`src/rtl/cpu_run_ctrl.sv`:
```
// Load/run/dump sequencer for the five-stage cpu: streams a program and data image into
// its memories, enables it for a fixed cycle count, then streams a data window back out.
// Optional load checksum is built when RUN_CTRL_CHECKSUM_EN is defined.

module cpu_run_ctrl #(
    parameter int          CNT_W     = 16,
    parameter logic [31:0] ADDR_STEP = 32'd4,
    parameter logic [31:0] IMEM_BASE = 32'd0,
    parameter logic [31:0] DMEM_BASE = 32'd0
) (
    input  logic             clk,
    input  logic             arst_n,
    input  logic             start,
    input  logic [CNT_W-1:0] cfg_imem_words,
    input  logic [CNT_W-1:0] cfg_dmem_words,
    input  logic [CNT_W-1:0] cfg_run_cycles,
    input  logic [CNT_W-1:0] cfg_dump_words,
    input  logic             s_valid,
    output logic             s_ready,
    input  logic [31:0]      s_data,
    output logic             m_valid,
    input  logic             m_ready,
    output logic [31:0]      m_data,
    output logic             busy,
    output logic             done,
    output logic [31:0]      checksum,
    output logic             cpu_enable,
    output logic [31:0]      imem_addr,
    output logic             imem_wen,
    output logic [31:0]      imem_wdata,
    output logic [31:0]      dmem_addr,
    output logic             dmem_wen,
    output logic             dmem_ren,
    output logic [31:0]      dmem_wdata,
    input  logic [31:0]      dmem_rdata
);

    localparam logic [3:0] ST_IDLE     = 4'd0;
    localparam logic [3:0] ST_LD_I     = 4'd1;
    localparam logic [3:0] ST_LD_D     = 4'd2;
    localparam logic [3:0] ST_GAP      = 4'd3;
    localparam logic [3:0] ST_RUN      = 4'd4;
    localparam logic [3:0] ST_DUMP_RD  = 4'd5;
    localparam logic [3:0] ST_DUMP_WT  = 4'd6;
    localparam logic [3:0] ST_DUMP_OUT = 4'd7;
    localparam logic [3:0] ST_DONE     = 4'd8;

    logic [3:0]       state;
    logic [3:0]       next_state;
    logic [3:0]       after_load;
    logic [CNT_W-1:0] imem_words;
    logic [CNT_W-1:0] dmem_words;
    logic [CNT_W-1:0] run_cycles;
    logic [CNT_W-1:0] dump_words;
    logic [CNT_W-1:0] idx;
    logic [CNT_W-1:0] cur_count;
    logic [CNT_W-1:0] rd_idx;
    logic             launch;
    logic             accept;
    logic             handshake;
    logic             last;

    function automatic logic [31:0] word_addr(input logic [31:0] base,
                                              input logic [CNT_W-1:0] i);
        return base + 32'(i) * ADDR_STEP;
    endfunction

    function automatic logic [3:0] first_phase(input logic [CNT_W-1:0] i_words,
                                               input logic [CNT_W-1:0] d_words,
                                               input logic [CNT_W-1:0] r_cycles,
                                               input logic [CNT_W-1:0] u_words);
        if (i_words != '0)       return ST_LD_I;
        else if (d_words != '0)  return ST_LD_D;
        else if (r_cycles != '0) return ST_RUN;
        else if (u_words != '0)  return ST_DUMP_RD;
        else                     return ST_DONE;
    endfunction

    assign s_ready   = (state == ST_LD_I) || (state == ST_LD_D);
    assign accept    = s_ready && s_valid;
    assign handshake = m_valid && m_ready;
    assign launch    = start && ((state == ST_IDLE) || (state == ST_DONE));

    // One idx counter serves every phase; it is cleared at each phase end.
    always_comb begin
        cur_count = '0;
        case (state)
            ST_LD_I:     cur_count = imem_words;
            ST_LD_D:     cur_count = dmem_words;
            ST_RUN:      cur_count = run_cycles;
            ST_DUMP_OUT: cur_count = dump_words;
            default:     cur_count = '0;
        endcase
    end

    assign last   = (idx == cur_count - 1'b1);
    assign rd_idx = (state == ST_DUMP_OUT) ? idx + 1'b1 : '0;

    // The last load write lands in the cycle after the load ends, so GAP is also used
    // before a dump with no run, keeping the final dmem write clear of the first read.
    assign after_load = ((run_cycles != '0) || (dump_words != '0)) ? ST_GAP : ST_DONE;

    always_comb begin
        next_state = state;
        case (state)
            ST_IDLE, ST_DONE: begin
                if (start)
                    next_state = first_phase(cfg_imem_words, cfg_dmem_words,
                                             cfg_run_cycles, cfg_dump_words);
            end
            ST_LD_I: begin
                if (accept && last)
                    next_state = (dmem_words != '0) ? ST_LD_D : after_load;
            end
            ST_LD_D: begin
                if (accept && last)
                    next_state = after_load;
            end
            ST_GAP:      next_state = (run_cycles != '0) ? ST_RUN : ST_DUMP_RD;
            ST_RUN: begin
                if (last)
                    next_state = (dump_words != '0) ? ST_DUMP_RD : ST_DONE;
            end
            ST_DUMP_RD:  next_state = ST_DUMP_WT;
            ST_DUMP_WT:  next_state = ST_DUMP_OUT;
            ST_DUMP_OUT: begin
                if (handshake)
                    next_state = last ? ST_DONE : ST_DUMP_RD;
            end
            default:     next_state = ST_IDLE;
        endcase
    end

    // Control outputs are registered decodes of the state being entered.
    always_ff @(posedge clk or negedge arst_n) begin
        if (!arst_n) begin
            state      <= ST_IDLE;
            busy       <= 1'b0;
            done       <= 1'b0;
            cpu_enable <= 1'b0;
            dmem_ren   <= 1'b0;
            m_valid    <= 1'b0;
        end else begin
            state      <= next_state;
            busy       <= (next_state != ST_IDLE) && (next_state != ST_DONE);
            done       <= (next_state == ST_DONE);
            cpu_enable <= (next_state == ST_RUN);
            dmem_ren   <= (next_state == ST_DUMP_RD);
            m_valid    <= (next_state == ST_DUMP_OUT);
        end
    end

    always_ff @(posedge clk or negedge arst_n) begin
        if (!arst_n) begin
            imem_words <= '0;
            dmem_words <= '0;
            run_cycles <= '0;
            dump_words <= '0;
            idx        <= '0;
        end else if (launch) begin
            imem_words <= cfg_imem_words;
            dmem_words <= cfg_dmem_words;
            run_cycles <= cfg_run_cycles;
            dump_words <= cfg_dump_words;
            idx        <= '0;
        end else if (accept || (state == ST_RUN) || ((state == ST_DUMP_OUT) && handshake)) begin
            idx <= last ? '0 : idx + 1'b1;
        end
    end

    always_ff @(posedge clk or negedge arst_n) begin
        if (!arst_n) begin
            imem_wen   <= 1'b0;
            imem_addr  <= '0;
            imem_wdata <= '0;
            dmem_wen   <= 1'b0;
            dmem_addr  <= '0;
            dmem_wdata <= '0;
        end else begin
            imem_wen <= 1'b0;
            dmem_wen <= 1'b0;
            if (accept && (state == ST_LD_I)) begin
                imem_wen   <= 1'b1;
                imem_addr  <= word_addr(IMEM_BASE, idx);
                imem_wdata <= s_data;
            end
            if (accept && (state == ST_LD_D)) begin
                dmem_wen   <= 1'b1;
                dmem_addr  <= word_addr(DMEM_BASE, idx);
                dmem_wdata <= s_data;
            end else if (next_state == ST_DUMP_RD) begin
                dmem_addr  <= word_addr(DMEM_BASE, rd_idx);
            end
        end
    end

    always_ff @(posedge clk or negedge arst_n) begin
        if (!arst_n)
            m_data <= '0;
        else if (state == ST_DUMP_WT)
            m_data <= dmem_rdata;
    end

`ifdef RUN_CTRL_CHECKSUM_EN
    logic [31:0] csum;

    always_ff @(posedge clk or negedge arst_n) begin
        if (!arst_n)
            csum <= '0;
        else if (launch)
            csum <= '0;
        else if (accept)
            csum <= csum ^ s_data;
    end

    assign checksum = csum;
`else
    assign checksum = 32'd0;
`endif

    a_no_rw_clash: assert property (@(posedge clk) disable iff (!arst_n)
        !(dmem_wen && dmem_ren));

    a_enable_in_run: assert property (@(posedge clk) disable iff (!arst_n)
        cpu_enable |-> (state == ST_RUN));

    a_mdata_stable: assert property (@(posedge clk) disable iff (!arst_n)
        (m_valid && !m_ready) |=> (m_valid && $stable(m_data)));

endmodule
```
`config.mk`:
```
export PLATFORM = sky130hd
export DESIGN_NAME = cpu_run_ctrl
export DESIGN_NICKNAME = d
export VERILOG_FILES = /design/src/rtl/cpu_run_ctrl.sv
export SDC_FILE = /design/constraint.sdc
export NUM_CORES = 1
export LEC_CHECK = 0
export ABC_AREA = 1
export ABC_CLOCK_PERIOD_IN_PS = 7050
export CAP_MARGIN = 20
export CELL_PAD_IN_SITES_DETAIL_PLACEMENT = 1
export CELL_PAD_IN_SITES_GLOBAL_PLACEMENT = 1
export CORE_ASPECT_RATIO = 0.6
export CORE_MARGIN = 2
export CORE_UTILIZATION = 30
export DETAILED_ROUTE_END_ITERATION = 10
export PLACE_DENSITY = 0.72
export RECOVER_POWER = 25
export SLEW_MARGIN = 0
export SYNTH_ARGS = -nofsm -noshare
export SYNTH_HDL_FRONTEND = slang
export SYNTH_SLANG_ARGS = --single-unit
```
`constraint.sdc`:
```
create_clock -name clk -period 7.05 [get_ports clk]
set_input_delay 0.705 -clock clk [delete_from_list [all_inputs] [get_ports clk]]
set_output_delay 0.705 -clock clk [all_outputs]
set_load 0.02 [all_outputs]
```
# After elaboration in Yosys (flattened, before gate mapping)
# Cells that the tools add are included.
dict set report op_classes {
  n_addsub 2
  n_eq_ne 14
  n_mux 24
  n_reduce_logical 25
}
# cell count
set ops {}
lappend ops {{$reduce_bool A16 Y1} 7}
lappend ops {{$mux W16} 4}
lappend ops {{$mux W32} 2}
lappend ops {{$pmux W16 S4} 1}
lappend ops {{$mux W4} 13}
lappend ops {{$pmux W4 S8} 1}
lappend ops {{$eq A4 B3 Y1 const B} 7}
lappend ops {{$add A16 B1 Y16 const B} 1}
lappend ops {{$eq A16 B16 Y1} 1}
lappend ops {{$sub A16 B1 Y16 const B} 1}
lappend ops {{$eq A4 B2 Y1 const B} 2}
lappend ops {{$eq A4 B4 Y1 const B} 2}
lappend ops {{$logic_and A1 B1 Y1} 8}
lappend ops {{$logic_or A1 B1 Y1} 5}
lappend ops {{$eq A4 B1 Y1 const B} 1}
lappend ops {{$logic_not A4 Y1} 1}
lappend ops {{$ne A4 B4 Y1 const B} 1}
lappend ops {{$reduce_bool A2 Y1} 2}
lappend ops {{$reduce_bool A4 Y1} 1}
lappend ops {{$mux W1} 3}
lappend ops {{$reduce_or A2 Y1} 1}
dict set report totals {
  ff_bits 235
  word_cells 83
}

# Logic depth before layout (Yosys ltp)
# Gate-level depths: netlist (run 1).
dict set report logic_depth {
  ltp_word 10
  ltp_mapped 29
  ltp_nobuf 28
}

# Least setup slack after synthesis (run 1)
# OpenSTA, ideal clock, no wires.
dict set report synth_path {
  path_kind {flip-flop to flip-flop}
  startpoint {reg state[3]}
  endpoint {reg dmem_addr[11]}
  setup_time_ns 0.117
  t_arrival_ns 3.016
  required_time_ns 6.933
  path_slack_ns 3.917
  path_stages_with_launch 23
  synth_period_minus_slack_ns 3.133
  cell_sequence {dfrtp_1 -> nor2_2 -> buf_2 -> nand3_1 -> nand2_1 -> nor2_4 -> ha_1 -> xnor2_1 -> nor2_1 -> nand2_1 -> nor2_1 -> nand3_1 -> nor2_1 -> nand3_1 -> nor2_4 -> nand3_1 -> nand2_1 -> nand2_1 -> a21oi_4 -> nand3_4 -> buf_4 -> nand3_1 -> nand2_1}
}
dict set report synth_between {
  elab_chain_cells 9
}
# element line_no
set synth_rtl {}
lappend synth_rtl {{from (decl)} 48} ;# logic [3:0] state;
lappend synth_rtl {{from (signal assigned)} 144} ;# state <= next_state;
lappend synth_rtl {{$eq A4 B3 Y1, or another cell as far along} {87, 97, 105}}
lappend synth_rtl {{$pmux W16 S4} 87} ;# case (state)
lappend synth_rtl {{$sub A16 B1 Y16} 96} ;# assign last = (idx == cur_count - 1'b1);
lappend synth_rtl {{$eq A16 B16 Y1} 96}
lappend synth_rtl {{$mux W4 / $logic_and A1 B1 Y1 (equally long branches)} {128, 112, 116}}
lappend synth_rtl {{$mux W4, on equally long branches} {127, 112, 116}}
lappend synth_rtl {{$pmux W4 S8} 105} ;# case (state)
lappend synth_rtl {{$eq A4 B3 Y1} 191} ;# end else if (next_state == ST_DUMP_RD) begin
lappend synth_rtl {{$reduce_bool A2 Y1 (no line)} -}
lappend synth_rtl {{to (signal assigned)} 189} ;# dmem_addr <= word_addr(DMEM_BASE, idx);
lappend synth_rtl {{to (signal assigned)} 192} ;# dmem_addr <= word_addr(DMEM_BASE, rd_idx);
lappend synth_rtl {{to (decl)} 31} ;# output logic [31:0] dmem_addr,
# Several ways; a longest one is shown, not always the timed one. The select of a mux whose other input is x is not followed.
# A chain may end at the register's enable or synchronous reset.

==> flow_metrics.tcl, run 1 <==
set metrics [dict create \
    run_status "complete, but fails checks" \
    violated_checks "capacitance limit, slew limit" \
    synth.largest_area_cell "sky130_fd_sc_hd__dfrtp_1" \
    die_area_mm2 0.03836 \
    detailedRoute.firstIterationViolations 575 \
    cts.hold.buffers_added 0 \
    hpwlAfterDp_um 28640 \
    top_level_ports 333 \
    timing_hold_violations_final 0 \
    n_antenna_cell 0 \
    clock_tree_from_tritoncts "done" \
    post_synth_edffs 0 \
    grt.total_usage 0.1970 \
    synth-seq-area-share 0.4970 \
    clock-skew-final_ns 0.02581 \
    drt.antenna.violating_nets 0 \
    timing.slew.headroom -2.101 \
    timing.fmax_mhz 223.9 \
    gr-total-overflow 0 \
    power.net_switching_uw 2962 \
    clock_sink_count 219 \
    ir_drop_uv 162.1 \
    max_cap_violations 1 \
    synthesis.area_mm2 0.01103 \
    cpPeakStageDelay_ns 3.20 \
    synth_top_area_frac 0.4970 \
    seq_power_share 0.316 \
    drcViolationCount 0 \
    avgRoutedWirePerCell_um 17.97 \
    yosys-top-cells-area "sky130_fd_sc_hd__dfrtp_1 50%, sky130_fd_sc_hd__nand2_1 15%, sky130_fd_sc_hd__o21ai_0 6.3%" \
    clock_latency_on_the_worst_skew_pair_ns 0.54 \
    post_cts_resize_count 0 \
    min_path_type "reg -> reg" \
    end_kind "asynchronous set/reset pin" \
    worstHoldStart "m_data[4]" \
    clkTransAtPathRegs_ns 0.06 \
    initial_standard_cell_utilization_of_the_core 0.3039 \
    timing.critical_path.max_delay_family "buffers and inverters" \
    routed-via-count 9997 \
    post-synth-top-count-cell "sky130_fd_sc_hd__nand2_1" \
    setup_viol 0 \
    critical-path-slowest-cell "sky130_fd_sc_hd__clkbuf_1" \
    asyncSetResetFlopFracSynth 1.000 \
    drive_above_1_share 0.07099 \
    total_leakage_power_uw 0.007137 \
    area_growth_pct 33.73 \
    synth_top_cells_by_count "438 x sky130_fd_sc_hd__nand2_1, 219 x sky130_fd_sc_hd__dfrtp_1, 138 x sky130_fd_sc_hd__o21ai_0, 135 x sky130_fd_sc_hd__inv_1, 95 x sky130_fd_sc_hd__nand3_1" \
    first_global_vias 10440 \
    worst_r2r_startpoint "state[2]" \
    yosysWarnings 0 \
    place.port_buffers 268 \
    h-tree-depth 1 \
    finalNonFillerCells 2110 \
    floorplan.rows 54 \
    critical_path_required_ns 6.59 \
    cts.repair_timing.setup_buffer_count 0 \
    postSynthRegisterBits 219 \
    rsz_0062_raised_after_global_routing "no" \
    final.period_utilization 0.6336 \
    switching_share 0.4404 \
    max-clock-path-buffers 3 \
    gp_routability_congestion 0.8861 \
    detail_route.first_pass.iterations 5 \
    number_of_buffers_inserted_during_clock_tree_synthesis 23 \
    filler_cell_count 4345 \
    internal_power_contribution_uw 3764 \
    setup.worst_path.class "in -> async" \
    startpoint "arst_n" \
    worst-slew-pin-transition_ns 4.652 \
    route.detailed.vias_per_inst 4.738 \
    average_instance_area_after_synthesis_um2 8.037 \
    floorplan.die.width_um 251.5 \
    postSynth.topFlopCell "sky130_fd_sc_hd__dfrtp_1" \
    finalWirelength_um 37910 \
    grt_max_degree 137 \
    rrSetupSlack_ns 2.64 \
    min_period_ns 4.467 \
    fin_tns_setup_ns 0 \
    clock_power_share 0.201 \
    crit_fanout 84 \
    layout.nets 1755 \
    critical_path_buf_inv_count 1 \
    core_area_mm2 0.03628 \
    cp_cell_sequence "clkbuf_1" \
    netlist-cell-type-count 37 \
    placedCellCount 2070 \
    cell_chosen_for_the_clock_root "sky130_fd_sc_hd__clkbuf_16" \
    pwr_density_cell_mw_per_mm2 456.1 \
    timing.final.max_slew_violations 84 \
    antenna_found_initial 0 \
    grt_first_pass_wirelength_um 60120 \
    synthesis.instances 1372 \
    setup.worst_path.start_class "input port" \
    critPathArrivalTime_ns 4.00 \
    die_y_um 152.5 \
    comb_power_share 0.483 \
]
## area by class of cell
type | count | area (um^2) | area share
flip-flops and latches | 219 | 5480 | 0.3716
multi-input cells | 955 | 4543 | 0.3081
clock buffers | 27 | 620.6 | 0.04208
clock inverters | 12 | 197.7 | 0.01341
well taps | 476 | 595.6 | 0.04039
repair buffers | 275 | 2761 | 0.1873
inverters | 146 | 548.0 | 0.03716
## tightest hold or removal path, delay by kind of cell, from the launching register on
kind,cells,cell delay (ns)
and+or+nand+nor,2,0.10
DFF,1,0.34
## metal layers
| metal | wire length (um) | vias to the layer above | GRT usage |
|---|---|---|---|
| met3 | 2866 | 30 | 0.05723 |
| met4 | 427 | 0 | 0.02608 |
| met5 | 0 | - | 0 |
| met2 | 16660 | 262 | 0.3054 |
| li1 | - | 4777 | - |
| met1 | 17960 | 4928 | 0.2790 |
## layout by cell type (no fill, tap or decap), types with 19 or more instances in the layout
| cell | count |
|---|---|
| sky130_fd_sc_hd__inv_1 | 133 |
| sky130_fd_sc_hd__dfrtp_1 | 219 |
| sky130_fd_sc_hd__nor4_1 | 19 |
| sky130_fd_sc_hd__clkbuf_16 | 23 |
| sky130_fd_sc_hd__mux2_2 | 19 |
| sky130_fd_sc_hd__nand3_1 | 95 |
| sky130_fd_sc_hd__o22ai_1 | 30 |
| sky130_fd_sc_hd__nand4_1 | 26 |
| sky130_fd_sc_hd__o21ai_0 | 138 |
| sky130_fd_sc_hd__conb_1 | 64 |
| sky130_fd_sc_hd__clkdlybuf4s50_1 | 267 |
| sky130_fd_sc_hd__nand2_1 | 437 |
| sky130_fd_sc_hd__nor2_1 | 46 |
## path summary, 6_finish.rpt
kind | end | cells after the start
max in group clk | dmem_addr[12] | 20
setup reg to reg | dmem_addr[12] | 20
hold reg to reg | m_data[4] | 2
min in group asynchronous | imem_words[11] | 1
setup / recovery | dump_words[15] | 1
hold / removal | m_data[4] | 2
## registers in the layout, summed over array words and instances, names as in the netlist, 4 cells and up
name        count
dmem_wdata     32
imem_wdata     32
m_data         32
dmem_addr      16
dmem_words     16
dump_words     16
idx            16
imem_addr      16
imem_words     16
run_cycles     16
state           4
## kinds of logic after synthesis
| logic type | count (synthesis) | share of synthesized area |
|---|---|---|
| muxes | 19 | 0.01940 |
| xor gates and xnor gates | 16 | 0.01271 |
| and+or+nand+nor | 676 | 0.2693 |
| DFF | 219 | 0.4970 |
| adders and majority gates | 2 | 0.002269 |
| AOI/OAI and AO/OA | 178 | 0.08612 |
| other | 1 | 0.0003401 |
| buffers and inverters | 261 | 0.1129 |
## power by group through the flow
stage | sequential [uW] | clock [uW] | combinational, uW
final | 2120 | 1350 | 3250
after global placement | 2120 | 0 | 3150
after floorplan | 2380 | 0 | 1670
after detailed placement | 2140 | 0 | 3240
after CTS | 2130 | 1390 | 3260
after global routing | 2190 | 1440 | 3600
## per-stage QoR
step	setup WS [ns]	total power, uW	hold WS, ns	cell area (um^2)	util
after floorplan	3.917	4049	0.4094	11260	-
after global placement	2.993	5271	0.4527	13910	0.3834
after detailed placement	2.807	5374	0.4600	13910	0.3834
after CTS	2.741	6775	0.1715	14730	0.4060
after global routing	1.572	7226	0.4941	14750	0.4064
final	2.583	6727	0.4720	14750	0.4064
No activity file was read; power rests on OpenSTA's default activity.
==> run 2: changes to the inputs <==
ABC_CLOCK_PERIOD_IN_PS = 4300   (was 7050)
clock period = 4.3 ns   (was 7.05 ns; I/O delays follow)
==> run 2 against run 1 <==
Compared with the run above: the flow still finishes with violations (capacitance limit, slew limit); non-clock buffer count is 9 higher; total power is 66% higher; die area stayed put; combinational power is 66% higher; design area is 1.1% higher; worst setup slack worse by 2.2 ns; wire length is 0.75% lower; register-to-register slack worse by 2.3 ns; critical path depth is 24 higher; critical path type is now reg -> reg; critical endpoint is now dmem_addr[14]; highest routed layer unchanged.
==> flow_metrics.tcl, run 2 (synthesized netlist as in run 1, its figures left out) <==
set metrics [dict create \
    clock_latency_on_the_worst_skew_pair_ns 0.54 \
    floorplan.die.width_um 251.5 \
    routed-via-count 10020 \
    crit_fanout 13 \
    n_antenna_cell 0 \
    critical_path_required_ns 4.72 \
    final.period_utilization 0.9175 \
    min_period_ns 3.945 \
    placedCellCount 2076 \
    violated_checks "capacitance limit, slew limit" \
    clock_sink_count 219 \
    drcViolationCount 0 \
    timing_hold_violations_final 0 \
    regToRegEndpoint "dmem_addr[14]" \
    die_area_mm2 0.03836 \
    floorplan.rows 54 \
    stdcell_area_mm2 0.01491 \
    avgRoutedWirePerCell_um 17.72 \
    endpoint "dmem_addr[14]" \
    number_of_buffers_inserted_during_clock_tree_synthesis 24 \
    clock-skew-final_ns 0.009374 \
    mostFrequentLayoutCell "sky130_fd_sc_hd__nand2_1" \
    timing.final.max_slew_violations 105 \
    rrSetupSlack_ns 0.35 \
    clock_power_share 0.207 \
    die_y_um 152.5 \
    finalWirelength_um 37620 \
    setup_viol 0 \
    initial_standard_cell_utilization_of_the_core 0.3039 \
    startpoint "state[3]" \
    ir_drop_uv 341.4 \
    grt.total_usage 0.1956 \
    switching_share 0.4348 \
    setup.worst_path.start_class "flip-flop" \
    comb_power_share 0.482 \
    layout.nets 1765 \
    timing.fmax_mhz 253.5 \
    worst_r2r_startpoint "state[3]" \
    internal_power_contribution_uw 6311 \
    grt_max_degree 106 \
    route.detailed.vias_per_inst 4.720 \
    gr-total-overflow 0 \
    pwr_density_cell_mw_per_mm2 748.6 \
    detailedRoute.firstIterationViolations 601 \
    core_area_mm2 0.03628 \
    finalNonFillerCells 2123 \
    first_global_vias 10580 \
    seq_power_share 0.311 \
    area_growth_pct 35.25 \
    h-tree-depth 1 \
    place.port_buffers 268 \
    timing.slew.headroom -0.8733 \
    max-clock-path-buffers 3 \
    run_status "complete, but fails checks" \
    min_path_type "in -> reg" \
    hpwlAfterDp_um 28880 \
    worstHoldStart "dmem_rdata[19]" \
    most_frequent_cells_in_the_layout "437 x sky130_fd_sc_hd__nand2_1, 267 x sky130_fd_sc_hd__clkdlybuf4s50_1, 219 x sky130_fd_sc_hd__dfrtp_1" \
    total_leakage_power_uw 0.007222 \
    fin_tns_setup_ns 0 \
    end_kind "flip-flop" \
    worst-slew-pin-transition_ns 2.810 \
    drive_above_1_share 0.07954 \
    grt_first_pass_wirelength_um 59650 \
    dpl-instance-area_mm2 0.01396 \
    top_level_ports 333 \
    cell_chosen_for_the_clock_root "sky130_fd_sc_hd__clkbuf_16" \
    ff2ff_path_depth 25 \
    power.net_switching_uw 4854 \
    max_cap_violations 1 \
    detail_route.first_pass.iterations 5 \
    antenna_found_initial 2 \
    rsz_0062_raised_after_global_routing "no" \
    setup.worst_path.class "reg -> reg" \
    critPathArrivalTime_ns 4.37 \
    clock_tree_from_tritoncts "done" \
    gp_routability_congestion 0.8686 \
    drt.antenna.violating_nets 0 \
    clkTransAtPathRegs_ns 0.06 \
    largest_registers "dmem_wdata: 32 flops, imem_wdata: 32 flops, m_data: 32 flops" \
]
## run 2: changes by cell type in the layout (fill, tap and decap cells not counted), moves of 2 or more
cell and delta:
sky130_fd_sc_hd__nor2_1 -2, sky130_fd_sc_hd__clkinv_2 +2, sky130_fd_sc_hd__clkbuf_16 +2, sky130_fd_sc_hd__buf_12 +2, sky130_fd_sc_hd__buf_4 +7, sky130_fd_sc_hd__nor2_4 +2
## run 2: area by class of cell
| cell class | instances | area [um^2] |
|---|---|---|
| clock inverter | 12 | 190.2 |
| sequential | 219 | 5480 |
| timing repair buffer | 284 | 2838 |
| tap | 476 | 595.6 |
| multi-input combinational | 955 | 4574 |
| inverter | 146 | 548.0 |
| clock buffer | 31 | 688.2 |
| fill | 4268 | 21370 |
## run 2: how the worst min path moves through the flow
stage / endpoint / slack (ns) / cells after the start
final: m_data[19] / 0.42 / 3
after global routing: m_data[17] / 0.41 / 3
after CTS: m_data[19] / 0.40 / 3
after detailed placement: m_data[3] / 0.46 / 2
after global placement: m_data[31] / 0.45 / 2
after floorplan: busy / 0.13 / 0
## run 2: critical path, cell delays in order, from the launching register on
cell and delay [ns]:
sky130_fd_sc_hd__dfrtp_1 0.48, sky130_fd_sc_hd__inv_2 0.11, sky130_fd_sc_hd__nand2_1 0.21, sky130_fd_sc_hd__nor2_4 0.10
sky130_fd_sc_hd__buf_12 0.14, sky130_fd_sc_hd__nand2_1 0.06, sky130_fd_sc_hd__nand2_1 0.15, sky130_fd_sc_hd__nor2_2 0.30
sky130_fd_sc_hd__nand2_1 0.18, sky130_fd_sc_hd__nor2_1 0.20, sky130_fd_sc_hd__nand3_1 0.10, sky130_fd_sc_hd__nand2_1 0.09
sky130_fd_sc_hd__nand2_1 0.07, sky130_fd_sc_hd__nand2_1 0.11, sky130_fd_sc_hd__nand2_1 0.07, sky130_fd_sc_hd__nor2_1 0.09
sky130_fd_sc_hd__nand2_1 0.07, sky130_fd_sc_hd__nor2_1 0.28, sky130_fd_sc_hd__nand3_1 0.15, sky130_fd_sc_hd__nand2_1 0.11
sky130_fd_sc_hd__inv_2 0.05, sky130_fd_sc_hd__a21oi_4 0.18, sky130_fd_sc_hd__nand3_4 0.16, sky130_fd_sc_hd__buf_12 0.19
sky130_fd_sc_hd__nand3_1 0.07, sky130_fd_sc_hd__nand2_1 0.07
## run 2: repair_timing
action | in CTS | in global routing
resized for setup | 0 | 6
hold buffers | 1 | 0
buffers inserted | 0 | 3
setup endpoints to repair | 0 | 16
endpoints found under the hold margin | 28 | 0
## run 2: power by group through the flow
stage / sequential, uW / clock, uW / combinational [uW]
2_1_floorplan: 3900 / 0 / 2740
3_3_place_gp: 3460 / 0 / 5170
3_5_place_dp: 3490 / 0 / 5320
4_1_cts: 3480 / 2380 / 5350
5_1_grt: 3580 / 2450 / 5960
6_report: 3470 / 2310 / 5390
## run 2: routing by layer
layer	global-route usage	vias to the layer above	wire, um
met5	0	-	0
met4	0.03798	0	684
met3	0.05859	44	2795
met2	0.3061	268	16580
met1	0.2688	4905	17570
li1	-	4804	-
## run 2: through the flow
step	hold WS, ns	utilization	total power (uW)	setup WS (ns)
floorplan	0.1344	-	6639	1.167
CTS	0.3967	0.4092	11210	0.2212
detailed placement	0.4616	0.3847	8813	0.2392
global placement	0.4520	0.3847	8629	0.3699
finish	0.4242	0.4111	11160	0.3546
global route	0.4093	0.4111	11990	0.09145
